$ cat config.mk
export PLATFORM = sky130hd
export DESIGN_NAME = ir_seguidor_fsm_flat
export DESIGN_NICKNAME = d
export VERILOG_FILES = /design/src/rtl/ir_seguidor_fsm_pkg.sv /design/src/rtl/ir_seguidor_fsm_if.sv /design/src/rtl/ir_seguidor_fsm_filtro.sv /design/src/rtl/ir_seguidor_fsm.sv /design/src/flat_wrapper.sv
export SDC_FILE = /design/constraint.sdc
export NUM_CORES = 1
export LEC_CHECK = 0
export CAP_MARGIN = 5
export CORE_MARGIN = 2
export CORE_UTILIZATION = 45
export CTS_CLUSTER_DIAMETER = 100
export DETAILED_ROUTE_END_ITERATION = 10
export SLEW_MARGIN = 10
export SYNTH_ARGS = -nofsm -noshare
export SYNTH_HDL_FRONTEND = slang
export SYNTH_HIERARCHICAL = 1
export SYNTH_SLANG_ARGS = --single-unit
$ cat constraint.sdc
create_clock -name clk -period 2.38 [get_ports clk]
set_clock_uncertainty 0.15 [all_clocks]
set_input_delay 0.238 -clock clk [delete_from_list [all_inputs] [get_ports clk]]
set_output_delay 0.238 -clock clk [all_outputs]
set_load 0.03 [all_outputs]
$ cat src/rtl/ir_seguidor_fsm_pkg.sv
// ============================================================================
// ir_seguidor_fsm_pkg
// ----------------------------------------------------------------------------
// Shared types and constants for the line-follower decision stage:
//   - motor command codes sent to the PWM motor driver
//   - FSM state encoding (3 bit)
//   - IR sensor pattern constants, ordered {izq, cen, der}
//   - helper that classifies a filtered sensor pattern
// Revision: 1.0 - initial release
// ============================================================================
`default_nettype none
`timescale 1ns / 1ps

package ir_seguidor_fsm_pkg;

  // Motor command codes. Codes 6 and 7 are never issued.
  typedef enum logic [2:0] {
    CMD_STOP   = 3'd0,
    CMD_FWD    = 3'd1,
    CMD_LEFT   = 3'd2,
    CMD_RIGHT  = 3'd3,
    CMD_SPIN_L = 3'd4,
    CMD_SPIN_R = 3'd5
  } motor_cmd_e;

  // Decision FSM states.
  typedef enum logic [2:0] {
    ST_IDLE   = 3'd0,
    ST_FOLLOW = 3'd1,
    ST_SEARCH = 3'd2,
    ST_CROSS  = 3'd3,
    ST_HALT   = 3'd4
  } state_e;

  // Side on which the line was last seen; selects the spin direction
  // used while searching for a lost line.
  typedef enum logic {
    TURN_LEFT  = 1'b0,
    TURN_RIGHT = 1'b1
  } turn_e;

  // Classification of the filtered pattern.
  typedef enum logic [2:0] {
    DEC_FWD   = 3'd0,
    DEC_LEFT  = 3'd1,
    DEC_RIGHT = 3'd2,
    DEC_CROSS = 3'd3,
    DEC_LOST  = 3'd4,
    DEC_HOLD  = 3'd5
  } decode_e;

  // Sensor patterns {izq, cen, der}; 1 = line under the sensor.
  // 3'b101 (line on both sides but not centre) is physically meaningless
  // and decodes to DEC_HOLD.
  localparam logic [2:0] PAT_FWD     = 3'b010;
  localparam logic [2:0] PAT_LEFT_A  = 3'b110;
  localparam logic [2:0] PAT_LEFT_B  = 3'b100;
  localparam logic [2:0] PAT_RIGHT_A = 3'b011;
  localparam logic [2:0] PAT_RIGHT_B = 3'b001;
  localparam logic [2:0] PAT_CROSS   = 3'b111;
  localparam logic [2:0] PAT_LOST    = 3'b000;

  function automatic decode_e ir_decode(input logic [2:0] pat);
    decode_e d;
    case (pat)
      PAT_FWD:                 d = DEC_FWD;
      PAT_LEFT_A, PAT_LEFT_B:  d = DEC_LEFT;
      PAT_RIGHT_A, PAT_RIGHT_B: d = DEC_RIGHT;
      PAT_CROSS:               d = DEC_CROSS;
      PAT_LOST:                d = DEC_LOST;
      default:                 d = DEC_HOLD;
    endcase
    return d;
  endfunction

endpackage

`default_nettype wire

$ cat src/rtl/ir_seguidor_fsm_if.sv
// ============================================================================
// ir_seguidor_fsm_if
// ----------------------------------------------------------------------------
// Valid/ready command channel from the decision stage to the motor driver.
//   motor_cmd  [2:0]  command code, stable while cmd_valid && !cmd_ready
//   cmd_valid         command present
//   cmd_ready         driver accepts the command this cycle
// master = decision stage, slave = motor driver.
// Revision: 1.0 - initial release
// ============================================================================
`default_nettype none
`timescale 1ns / 1ps

interface ir_seguidor_fsm_if;
  logic [2:0] motor_cmd;
  logic       cmd_valid;
  logic       cmd_ready;

  modport master (output motor_cmd, output cmd_valid, input cmd_ready);
  modport slave  (input motor_cmd, input cmd_valid, output cmd_ready);
endinterface

`default_nettype wire

$ cat src/rtl/ir_seguidor_fsm_filtro.sv
// ============================================================================
// ir_seguidor_fsm_filtro
// ----------------------------------------------------------------------------
// Two-flop synchroniser plus stability filter for a WIDTH-bit vector.
// The output follows the synchronised vector only after it has held the
// same value for STABLE_CYCLES consecutive cycles; any change restarts the
// count. Latency raw_i -> filt_o is 2 + STABLE_CYCLES clock cycles.
// Ports:
//   clk     in          system clock
//   rst_n   in          asynchronous reset, active low
//   raw_i   in  WIDTH   asynchronous input vector
//   filt_o  out WIDTH   filtered vector (reset value 0)
// Revision: 1.0 - initial release
// ============================================================================
`default_nettype none
`timescale 1ns / 1ps

module ir_seguidor_fsm_filtro #(
  parameter int WIDTH         = 3,
  parameter int STABLE_CYCLES = 1000
) (
  input  logic             clk,
  input  logic             rst_n,
  input  logic [WIDTH-1:0] raw_i,
  output logic [WIDTH-1:0] filt_o
);

  localparam int CW = $clog2(STABLE_CYCLES + 1);

  logic [WIDTH-1:0] sync1_q;
  logic [WIDTH-1:0] sync2_q;
  logic [WIDTH-1:0] cand_q;
  logic [WIDTH-1:0] filt_q;
  logic [CW-1:0]    cnt_q;
  logic [CW-1:0]    cnt_d;

  // cnt_d is the number of consecutive cycles sync2_q has shown its current
  // value, including the present one; it saturates at STABLE_CYCLES.
  always_comb begin
    cnt_d = cnt_q;
    if (sync2_q != cand_q) begin
      cnt_d = CW'(1);
    end else if (cnt_q != CW'(STABLE_CYCLES)) begin
      cnt_d = cnt_q + 1'b1;
    end
  end

  always_ff @(posedge clk or negedge rst_n) begin
    if (!rst_n) begin
      sync1_q <= '0;
      sync2_q <= '0;
      cand_q  <= '0;
      cnt_q   <= '0;
      filt_q  <= '0;
    end else begin
      sync1_q <= raw_i;
      sync2_q <= sync1_q;
      cand_q  <= sync2_q;
      cnt_q   <= cnt_d;
      if (cnt_d >= CW'(STABLE_CYCLES)) begin
        filt_q <= sync2_q;
      end
    end
  end

  assign filt_o = filt_q;

endmodule

`default_nettype wire

$ cat src/rtl/ir_seguidor_fsm.sv
// ============================================================================
// ir_seguidor_fsm
// ----------------------------------------------------------------------------
// Line-follower decision stage. Filters the three IR channels, runs a
// follow/search/cross/halt FSM and issues motor commands over a valid/ready
// channel.
// Ports:
//   clk            in      system clock
//   rst_n          in      asynchronous reset, active low
//   en_i           in      run enable; 0 forces IDLE / STOP
//   ir_izq_i       in      left sensor, 1 = line
//   ir_cen_i       in      centre sensor, 1 = line
//   ir_der_i       in      right sensor, 1 = line
//   cmd_if         master  motor_cmd / cmd_valid / cmd_ready channel
//   line_lost_o    out     high while in SEARCH (registered, +1 cycle)
//   halted_o       out     high while in HALT (registered, +1 cycle)
//   cross_count_o  out 8   intersections passed, wraps 255 -> 0
// Revision: 1.0 - initial release
// ============================================================================
`default_nettype none
`timescale 1ns / 1ps

module ir_seguidor_fsm
  import ir_seguidor_fsm_pkg::*;
#(
  parameter int STABLE_CYCLES = 1000,
  parameter int LOST_TIMEOUT  = 5000000,
  parameter int CROSS_CYCLES  = 2000000
) (
  input  logic                     clk,
  input  logic                     rst_n,
  input  logic                     en_i,
  input  logic                     ir_izq_i,
  input  logic                     ir_cen_i,
  input  logic                     ir_der_i,
  ir_seguidor_fsm_if.master        cmd_if,
  output logic                     line_lost_o,
  output logic                     halted_o,
  output logic [7:0]               cross_count_o
);

  // One timer serves SEARCH and CROSS, which are mutually exclusive.
  localparam int TMAX = (LOST_TIMEOUT > CROSS_CYCLES) ? LOST_TIMEOUT : CROSS_CYCLES;
  localparam int TW   = (TMAX > 2) ? $clog2(TMAX) : 1;

  logic [2:0]  pat_w;
  decode_e     dec_w;
  motor_cmd_e  spin_w;

  state_e      state_q;
  motor_cmd_e  desired_q;
  turn_e       last_turn_q;
  logic [TW-1:0] timer_q;
  logic [7:0]  cross_q;
  logic        line_lost_q;
  logic        halted_q;

  motor_cmd_e  last_sent_q;
  logic [2:0]  motor_cmd_q;
  logic        cmd_valid_q;
  logic        diff_w;
  logic        can_load_w;

  ir_seguidor_fsm_filtro #(
    .WIDTH         (3),
    .STABLE_CYCLES (STABLE_CYCLES)
  ) u_filtro (
    .clk    (clk),
    .rst_n  (rst_n),
    .raw_i  ({ir_izq_i, ir_cen_i, ir_der_i}),
    .filt_o (pat_w)
  );

  assign dec_w  = ir_decode(pat_w);
  assign spin_w = (last_turn_q == TURN_LEFT) ? CMD_SPIN_L : CMD_SPIN_R;

  // Decision FSM. desired_q is written together with the state change so
  // that a pattern change reaches the issue register one cycle later.
  always_ff @(posedge clk or negedge rst_n) begin
    if (!rst_n) begin
      state_q     <= ST_IDLE;
      desired_q   <= CMD_STOP;
      last_turn_q <= TURN_LEFT;
      timer_q     <= '0;
      cross_q     <= '0;
      line_lost_q <= 1'b0;
      halted_q    <= 1'b0;
    end else begin
      line_lost_q <= (state_q == ST_SEARCH);
      halted_q    <= (state_q == ST_HALT);
      if (!en_i) begin
        state_q   <= ST_IDLE;
        desired_q <= CMD_STOP;
        timer_q   <= '0;
      end else begin
        case (state_q)
          ST_IDLE: begin
            desired_q <= CMD_STOP;
            state_q   <= ST_FOLLOW;
          end
          ST_FOLLOW: begin
            case (dec_w)
              DEC_FWD: desired_q <= CMD_FWD;
              DEC_LEFT: begin
                desired_q   <= CMD_LEFT;
                last_turn_q <= TURN_LEFT;
              end
              DEC_RIGHT: begin
                desired_q   <= CMD_RIGHT;
                last_turn_q <= TURN_RIGHT;
              end
              DEC_CROSS: begin
                state_q   <= ST_CROSS;
                desired_q <= CMD_FWD;
                timer_q   <= '0;
                cross_q   <= cross_q + 8'd1;
              end
              DEC_LOST: begin
                state_q   <= ST_SEARCH;
                desired_q <= spin_w;
                timer_q   <= '0;
              end
              default: ; // 3'b101: keep previous command
            endcase
          end
          ST_SEARCH: begin
            if (dec_w != DEC_LOST) begin
              state_q <= ST_FOLLOW;
            end else if (timer_q == TW'(LOST_TIMEOUT - 1)) begin
              state_q   <= ST_HALT;
              desired_q <= CMD_STOP;
            end else begin
              timer_q   <= timer_q + 1'b1;
              desired_q <= spin_w;
            end
          end
          ST_CROSS: begin
            desired_q <= CMD_FWD;
            if (timer_q == TW'(CROSS_CYCLES - 1)) begin
              state_q <= ST_FOLLOW;
              timer_q <= '0;
            end else begin
              timer_q <= timer_q + 1'b1;
            end
          end
          ST_HALT: desired_q <= CMD_STOP;
          default: begin
            state_q   <= ST_IDLE;
            desired_q <= CMD_STOP;
          end
        endcase
      end
    end
  end

  // Command issue. last_sent_q tracks the most recently loaded command, so
  // while the driver stalls only the newest desired value survives.
  assign diff_w     = (desired_q != last_sent_q);
  assign can_load_w = !cmd_valid_q || cmd_if.cmd_ready;

  always_ff @(posedge clk or negedge rst_n) begin
    if (!rst_n) begin
      last_sent_q <= CMD_STOP;
      motor_cmd_q <= CMD_STOP;
      cmd_valid_q <= 1'b0;
    end else if (diff_w && can_load_w) begin
      last_sent_q <= desired_q;
      motor_cmd_q <= desired_q;
      cmd_valid_q <= 1'b1;
    end else if (cmd_valid_q && cmd_if.cmd_ready) begin
      cmd_valid_q <= 1'b0;
    end
  end

  assign cmd_if.motor_cmd = motor_cmd_q;
  assign cmd_if.cmd_valid = cmd_valid_q;
  assign line_lost_o      = line_lost_q;
  assign halted_o         = halted_q;
  assign cross_count_o    = cross_q;

endmodule

`default_nettype wire

$ cat src/flat_wrapper.sv
// flat-port wrapper written by rule: the top's interface ports become plain ports
module ir_seguidor_fsm_flat import ir_seguidor_fsm_pkg::*;
#(
  parameter int STABLE_CYCLES = 1000,
  parameter int LOST_TIMEOUT  = 5000000,
  parameter int CROSS_CYCLES  = 2000000
)
  (clk, rst_n, en_i, ir_izq_i, ir_cen_i, ir_der_i, line_lost_o, halted_o, cross_count_o, cmd_if_motor_cmd, cmd_if_cmd_valid, cmd_if_cmd_ready);
  ir_seguidor_fsm_if cmd_if_i ();
  input  logic clk;
  input  logic rst_n;
  input  logic en_i;
  input  logic ir_izq_i;
  input  logic ir_cen_i;
  input  logic ir_der_i;
  output logic line_lost_o;
  output logic halted_o;
  output logic [7:0] cross_count_o;
  output wire logic [$bits(cmd_if_i.motor_cmd)-1:0] cmd_if_motor_cmd;
  output wire logic [$bits(cmd_if_i.cmd_valid)-1:0] cmd_if_cmd_valid;
  input wire logic [$bits(cmd_if_i.cmd_ready)-1:0] cmd_if_cmd_ready;
  assign cmd_if_motor_cmd = cmd_if_i.motor_cmd;
  assign cmd_if_cmd_valid = cmd_if_i.cmd_valid;
  assign cmd_if_i.cmd_ready = cmd_if_cmd_ready;
  ir_seguidor_fsm #(.STABLE_CYCLES(STABLE_CYCLES), .LOST_TIMEOUT(LOST_TIMEOUT), .CROSS_CYCLES(CROSS_CYCLES)) u_core (.clk(clk), .rst_n(rst_n), .en_i(en_i), .ir_izq_i(ir_izq_i), .ir_cen_i(ir_cen_i), .ir_der_i(ir_der_i), .cmd_if(cmd_if_i), .line_lost_o(line_lost_o), .halted_o(halted_o), .cross_count_o(cross_count_o));
endmodule
==> summary.txt, run 1 <==
Route
  • Average detailed-routed wire length per instance: 15.2 um
  • Per-cell via count in the routed design: roughly 5.5
  • Post-route antenna net violation count: 0
  • Router iterations before antenna repair: 4
  • Routed vias: 2703
  • Routed wire length: between 7000 and 8000 um
  • Post-route DRC: 0
  • Starting DRC count in detailed routing: 119

Placed design
  • PortBufs: 20
  • Cell Count Post-Placement: between 400 and 500
  • Final HPWL DP: 5170 um
  • Place WS: 0.0612 ns
  • Placer congestion estimate: 0.809
  • Area of placed instances: between 3000 and 4000 um^2

Floorplanning
  • Initial Utilization: 0.468
  • Die area: approximately 8300 um^2
  • Rows: 31
  • Die boundary width: 91.3 um
  • I/O pins: 21
  • CORE AREA: 7330 um^2
  • Chip Height: approximately 91 um

Synth
  • Per-instance average area after synthesis: 10.1 um^2
  • Netlist Area Pre-Place: 3430 um^2
  • Post-synthesis async set-or-reset flop share: 1.00
  • Most frequently used flop master after synthesis: sky130_fd_sc_hd__dfrtp_1
  • Basic-gate share of the synthesized area counting and, or, nand and nor cells: 0.246
  • Number of register bits inferred by synthesis: 66
  • Area fraction in compound gates after synthesis: 0.142
  • Synth Net Count: 352
  • Adder-cell share of the synthesized area: 0.0146
  • Share of the synthesized netlist area taken by xor and xnor gates: 0.0583
  • Syn. warnings: 6
  • Portion of netlist area occupied by mux cells: 0.0259
  • Synth cell types: 59
  • Mapped Cells: about 340
  • EDFF count, synth: 0
  • Share of the yosys chip area belonging to registers: 0.481
  • Largest family of logic cells by synthesized area: simple AND/OR/NAND/NOR gates

Power and ir drop
  • Power consumption: 2.30 mW
  • Maximum resistive drop on vdd: between 0.2 and 0.3 mV
  • Pwr dens: 567 nW/um^2
  • P_leak: 1.69 nW

CTS
  • Clock transition at the register clock pins on the worst setup and hold paths after CTS: 0.07 ns
  • TritonCTS clock tree: built
  • Clock buffers created by TritonCTS: 9
  • Root buffer cell: sky130_fd_sc_hd__clkbuf_8
  • Clock sinks: 66
  • Clock latency on the worst-skew pair: around 0.34 ns
  • Number of H-tree levels: 3
  • Worst-case clock buffer depth: 2

Finish
  • Nets@finish: approximately 400
  • Count of non-filler cells in the finished layout: between 400 and 500
  • Antenna fix cells: 0
  • Fraction of the core area covered by cells at the end of the flow: 0.553
  • Area growth from synthesis to layout: 18.1%
  • Fraction of layout cells with a size suffix above 1: 0.162
  • Summed area of non-filler cells in the final layout: 4050 um^2
  • FILL cells: about 660

Run status
  • Status: complete, no violations

Global routing
  • Total grt overflow: 0
  • First-pass GRT wire length: 13000 um
  • Total track usage: 0.195
  • Vias in the first global route: 2615
  • Antenna violations before repair: 0
  • Pin count of the biggest net entering global routing: 43

Worst setup path
  • Data arrival at the endpoint of the critical path: 2.36 ns
  • Maximum fanout along the worst path: 6
  • Required time reported for the critical path endpoint: 2.44 ns
  • Endpoint of the most critical register-to-register path: u_core/u_filtro/filt_o[2]
  • Start point of the critical path: u_core/u_filtro/cnt_q[1]
  • Internal reg-to-reg setup slack: 0.08 ns
  • Stages on worst setup path: 6
  • Worst reg2reg path depth: 6
  • CP top delay family: simple AND/OR/NAND/NOR gates
  • Endpoint of the most critical setup path: u_core/u_filtro/filt_o[2]
  • Critical path's largest stage delay: 0.44 ns
  • List of cells traversed by the critical path: ha_2 -> nand2_1 -> or4_1 -> a31oi_2 -> o2111ai_2 -> mux2_1
  • Crit start category: flip-flop
  • Crit end category: flip-flop
  • Kind of critical path: reg -> reg
  • Reg-to-Reg Start: u_core/u_filtro/cnt_q[1]
  • Standard cell with the maximum stage delay on the critical path: sky130_fd_sc_hd__or4_1
  • Number of buffer and inverter instances along the worst setup path: 0

Timing
  • Fin Setup TNS: 0 ns
  • Fmax: 0.435 GHz
  • Smallest hold slack: 0.200 ns
  • Final clock period utilization by the worst path: 0.966
  • Max-slew violation count: 0
  • Setup violations, final: 0
  • Worst slew margin relative to its limit: 0.593
  • Fin worst setup slack: 0.0809 ns
  • Post-layout minimum cycle time: 2.30 ns
  • Measured slew at the worst slew-check pin: approximately 0.6 ns
  • Total count of hold-check failures in the final report: 0

Hold path
  • Class of the tightest hold or removal check: reg -> reg

Flow run
  • Maximum capacitance violations: 0
## cell usage in the layout, fill, tap and decap left out, types with 4 or more instances in the layout
| master | count |
|---|---|
| sky130_fd_sc_hd__or3_1 | 4 |
| sky130_fd_sc_hd__nor2b_1 | 8 |
| sky130_fd_sc_hd__inv_1 | 5 |
| sky130_fd_sc_hd__a21oi_1 | 12 |
| sky130_fd_sc_hd__clkdlybuf4s50_1 | 19 |
| sky130_fd_sc_hd__o21ai_1 | 12 |
| sky130_fd_sc_hd__xor2_1 | 4 |
| sky130_fd_sc_hd__o21ai_0 | 22 |
| sky130_fd_sc_hd__clkbuf_8 | 9 |
| sky130_fd_sc_hd__nand3_1 | 13 |
| sky130_fd_sc_hd__buf_4 | 23 |
| sky130_fd_sc_hd__xnor2_1 | 17 |
| sky130_fd_sc_hd__dfrtp_1 | 65 |
| sky130_fd_sc_hd__mux2_2 | 4 |
| sky130_fd_sc_hd__and3_1 | 8 |
| sky130_fd_sc_hd__a31oi_1 | 4 |
| sky130_fd_sc_hd__nand2_1 | 32 |
| sky130_fd_sc_hd__nand2b_1 | 10 |
| sky130_fd_sc_hd__nor3_1 | 5 |
| sky130_fd_sc_hd__nor2_1 | 26 |
| sky130_fd_sc_hd__nand4_1 | 11 |
| sky130_fd_sc_hd__o31ai_1 | 13 |
## power by group
part | switching (mW) | internal (mW)
sequential | 0.0290 | 1.16
combinational | 0.197 | 0.143
clock | 0.397 | 0.370
## worst min-delay path by stage
stage | from | end | slack [ns] | cells after the start
floorplan | rst_n | u_core/cmd_if.cmd_valid | -0.21 | 0
finish | u_core/u_filtro/sync1_q[0] | u_core/u_filtro/sync2_q[0] | 0.20 | 0
detailed placement | rst_n | u_core/u_filtro/cnt_q[3] | 0.14 | 1
global placement | rst_n | u_core/u_filtro/cnt_q[3] | 0.13 | 1
global route | ir_cen_i | u_core/u_filtro/sync1_q[1] | 0.20 | 1
CTS | ir_cen_i | u_core/u_filtro/sync1_q[1] | 0.19 | 1
## registers in the layout, summed over array words and instances (netlist names), 3 cells and up
register	count
u_core/u_filtro/sync1_q	3
u_core/u_filtro/sync2_q	3
u_core/desired_q	3
u_core/cmd_if.motor_cmd	3
u_core/u_filtro/cnt_q	10
u_core/cross_count_o	8
u_core/u_filtro/filt_o	3
u_core/timer_q	23
u_core/u_filtro/cand_q	3
u_core/state_q	3
## layout make-up
type	count	area, um^2	share of cell area
well taps	99	124	0.0306
clock buffers	12	135	0.0333
flip-flops and latches	66	1650	0.408
repair buffers	46	418	0.103
inverters	5	18.8	0.00463
clock inverters	3	17.5	0.00432
multi-input cells	257	1690	0.416
## per-layer routing
layer | vias to the layer above | track usage | share of wire | wire length, um
li1 | 1329 | - | - | -
met1 | 1319 | 0.269 | 0.48 | 3580
met2 | 47 | 0.301 | 0.46 | 3440
met3 | 8 | 0.0448 | 0.039 | 292
met4 | 0 | 0.0707 | 0.013 | 94
met5 | - | 0 | 0 | 0
## synth_stat cells, types with 5 or more instances
master | instances | area, um^2
sky130_fd_sc_hd__dfrtp_1 | 66 | 1650
sky130_fd_sc_hd__nand2_1 | 32 | 120
sky130_fd_sc_hd__nor2_1 | 26 | 97.6
sky130_fd_sc_hd__o21ai_0 | 22 | 110
sky130_fd_sc_hd__xnor2_1 | 17 | 149
sky130_fd_sc_hd__nand3_1 | 13 | 65.1
sky130_fd_sc_hd__o31ai_1 | 13 | 97.6
sky130_fd_sc_hd__a21oi_1 | 12 | 60.1
sky130_fd_sc_hd__o21ai_1 | 12 | 60.1
sky130_fd_sc_hd__nand4_1 | 11 | 68.8
sky130_fd_sc_hd__nand2b_1 | 10 | 62.6
sky130_fd_sc_hd__and3_1 | 9 | 56.3
sky130_fd_sc_hd__buf_2 | 8 | 40.0
sky130_fd_sc_hd__nor2b_1 | 8 | 50.1
sky130_fd_sc_hd__a31oi_1 | 5 | 31.3
sky130_fd_sc_hd__inv_1 | 5 | 18.8
sky130_fd_sc_hd__nor3_1 | 5 | 25.0
## cells by family (layout without fill, tap and decap cells)
family          Yosys count  count (layout)
simple gates            145             145
compound gates           78              78
flops                    66              66
xor+xnor                 22              22
buf+inv                  18              66
mux                       8               8
fa+ha+maj                 4               4
## repair_timing
item / CTS / global route
setup buffers: 0 / 1
setup endpoints to repair: 0 / 15
hold buffers: 1 / 0
hold endpoints to repair: 24 / 0
gates resized for setup: 0 / 5
## worst register-to-register path: stages, from the launching register on
cell and delay [ns]:
sky130_fd_sc_hd__dfrtp_1 0.43, sky130_fd_sc_hd__ha_2 0.26, sky130_fd_sc_hd__nand2_1 0.11, sky130_fd_sc_hd__or4_1 0.44, sky130_fd_sc_hd__a31oi_2 0.24, sky130_fd_sc_hd__o2111ai_2 0.20, sky130_fd_sc_hd__mux2_1 0.35
(Power assumes the default switching activity.)
==> inputs of run 2 (changes only) <==
Settings changed: CORE_MARGIN 2 to not set.
==> summary.txt, run 2 (same netlist as run 1, synthesis figures left out) <==
Finish
  • Most frequent standard cell in the layout excluding fill and tap cells: sky130_fd_sc_hd__dfrtp_1
  • Count of non-filler cells in the finished layout: 490
  • Number of flip-flops in the largest register: 23
  • Area growth from synthesis to layout: 19.2%
  • Fraction of layout cells with a size suffix above 1: 0.161
  • Top library cells by usage in the layout, fill and taps aside: sky130_fd_sc_hd__dfrtp_1 (66), sky130_fd_sc_hd__nand2_1 (32), sky130_fd_sc_hd__nor2_1 (26)
  • Fraction of the core area covered by cells at the end of the flow: 0.558
  • Reg with most FFs: u_core/timer_q
  • Nets@finish: 398
  • Summed area of non-filler cells in the final layout: 4090 um^2
  • Antenna fix cells: 0

Floorplanning
  • I/O pins: 21
  • Chip Height: 89.3 um
  • Die boundary width: 89.3 um
  • CORE AREA: ~7300 um^2
  • Initial Utilization: 0.468
  • Die area: 7980 um^2
  • Rows: 31

Timing
  • Setup violations, final: 0
  • Max-slew violation count: 0
  • Post-layout minimum cycle time: roughly 2.2 ns
  • Fmax: 0.445 GHz
  • Worst slew margin relative to its limit: 0.696
  • Unrepaired setup endpoints after global routing: yes
  • Measured slew at the worst slew-check pin: between 0.4 and 0.5 ns
  • Final clock period utilization by the worst path: 0.945
  • Fin Setup TNS: 0 ns
  • Fin worst setup slack: 0.130 ns
  • Total count of hold-check failures in the final report: 0

CTS
  • TritonCTS clock tree: built
  • Number of setup buffers added after CTS: 0
  • Clock sinks: 66
  • Root buffer cell: sky130_fd_sc_hd__clkbuf_8
  • Clock buffers created by TritonCTS: 9
  • Clock transition at the register clock pins on the worst setup and hold paths after CTS: 0.07 ns
  • Worst-case clock buffer depth: 2
  • Clock latency on the worst-skew pair: ~0.34 ns
  • Number of H-tree levels: 3

Power and ir drop
  • Internal power: 1.81 mW
  • Maximum resistive drop on vdd: 0.241 mV
  • Part of the total power dissipated in sequential elements: 0.491
  • Net switching power of the design: 617 uW
  • Pwr dens: 593 nW/um^2
  • Comb power frac: 0.140
  • Share of total power in the clock network: 0.370
  • P_leak: 1.71 nW
  • Switching power as a share of total power: 0.254

Placed design
  • Placer congestion estimate: 0.798
  • Cell Count Post-Placement: 474
  • Place WS: 0.0568 ns
  • PortBufs: 20
  • Area of placed instances: 3890 um^2
  • Final HPWL DP: 4880 um

Route
  • Per-cell via count in the routed design: roughly 5.5
  • Router iterations before antenna repair: 4
  • Post-route antenna net violation count: 0
  • Post-route DRC: 0
  • Average detailed-routed wire length per instance: 14.5 um
  • Routed wire length: 7120 um
  • Routed vias: 2689
  • Starting DRC count in detailed routing: 125

Worst setup path
  • Data arrival at the endpoint of the critical path: 2.32 ns
  • CP top delay family: simple AND/OR/NAND/NOR gates
  • Required time reported for the critical path endpoint: approximately 2.5 ns
  • Critical path's largest stage delay: 0.52 ns
  • Crit start category: flip-flop
  • Maximum fanout along the worst path: 8
  • Kind of critical path: reg -> reg
  • Number of buffer and inverter instances along the worst setup path: 1
  • Crit end category: flip-flop
  • Standard cell with the maximum stage delay on the critical path: sky130_fd_sc_hd__or4b_4
  • List of cells traversed by the critical path: or4b_4 -> nor4_4 -> nand4_2 -> nand3b_4 -> buf_4 -> o21ai_0

Global routing
  • First-pass GRT wire length: 12000 um
  • Pin count of the biggest net entering global routing: 67
  • Total grt overflow: 0
  • Antenna violations before repair: 0
  • Vias in the first global route: roughly 2500
  • Total track usage: 0.199

Run status
  • Status: complete, no violations

Flow run
  • Maximum capacitance violations: 0

Hold path
  • Class of the tightest hold or removal check: reg -> reg
-- run 2: cell count changes in the layout (fill, tap and decap cells not counted), sizes merged --
cell      change
buf           +2
clkinvlp      -1
bufinv        +1
-- run 2: area by class of cell --
class | count | area [um^2]
Multi-Input combinational cell | 257 | 1680
Timing Repair Buffer | 48 | 433
Inverter | 5 | 18.8
Clock buffer | 12 | 145
Sequential cell | 66 | 1650
Clock inverter | 3 | 40.0
Fill cell | 661 | 3240
Tap cell | 99 | 124
-- run 2: path summary, 6_finish.rpt --
| kind | start | end | slack [ns] | cells past startpoint |
|---|---|---|---|---|
| worst max-delay path | u_core/timer_q[17] | u_core/timer_q[2] | 0.13 | 6 |
| worst min-delay path | u_core/u_filtro/sync1_q[1] | u_core/u_filtro/sync2_q[1] | 0.20 | 0 |
| worst max register to register | u_core/timer_q[17] | u_core/timer_q[2] | 0.13 | 6 |
| worst min register to register | u_core/u_filtro/sync1_q[1] | u_core/u_filtro/sync2_q[1] | 0.20 | 0 |
| max in group asynchronous | rst_n | u_core/u_filtro/cnt_q[0] | 1.48 | 3 |
| min in group asynchronous | rst_n | u_core/u_filtro/cnt_q[3] | 0.28 | 3 |
-- run 2: metal layers --
layer,vias to the layer above,wire length (um),GRT usage
met2,45,3410,0.312
li1,1332,-,-
met5,-,0,0
met3,2,221,0.0499
met1,1310,3480,0.270
met4,0,14,0.0693
-- run 2: power groups by stage --
stage	clock network (mW)	registers, mW	logic, mW
after floorplan	0	1.24	0.175
after global placement	0	1.21	0.333
after detailed placement	0	1.21	0.338
after CTS	0.933	1.19	0.341
after global routing	0.966	1.20	0.376
final	0.897	1.19	0.339
-- run 2: repair_timing --
action	CTS	global route
hold buffers	1	0
endpoints found under the hold margin	66	0
gates resized for setup	0	2
setup endpoints to repair	0	12
-- run 2: metrics by stage --
step / hold WS, ns / total power, mW
CTS: 0.194 / 2.47
finish: 0.198 / 2.43
global placement: 0.136 / 1.54
floorplan: -0.208 / 1.42
detailed placement: 0.137 / 1.55
global route: 0.190 / 2.54
-- run 2: worst reg2reg max path, stage by stage, from the launching register on --
cell                       delay, ns
sky130_fd_sc_hd__dfrtp_1        0.47
sky130_fd_sc_hd__or4b_4         0.52
sky130_fd_sc_hd__nor4_4         0.30
sky130_fd_sc_hd__nand4_2        0.21
sky130_fd_sc_hd__nand3b_4       0.20
sky130_fd_sc_hd__buf_4          0.18
sky130_fd_sc_hd__o21ai_0        0.09
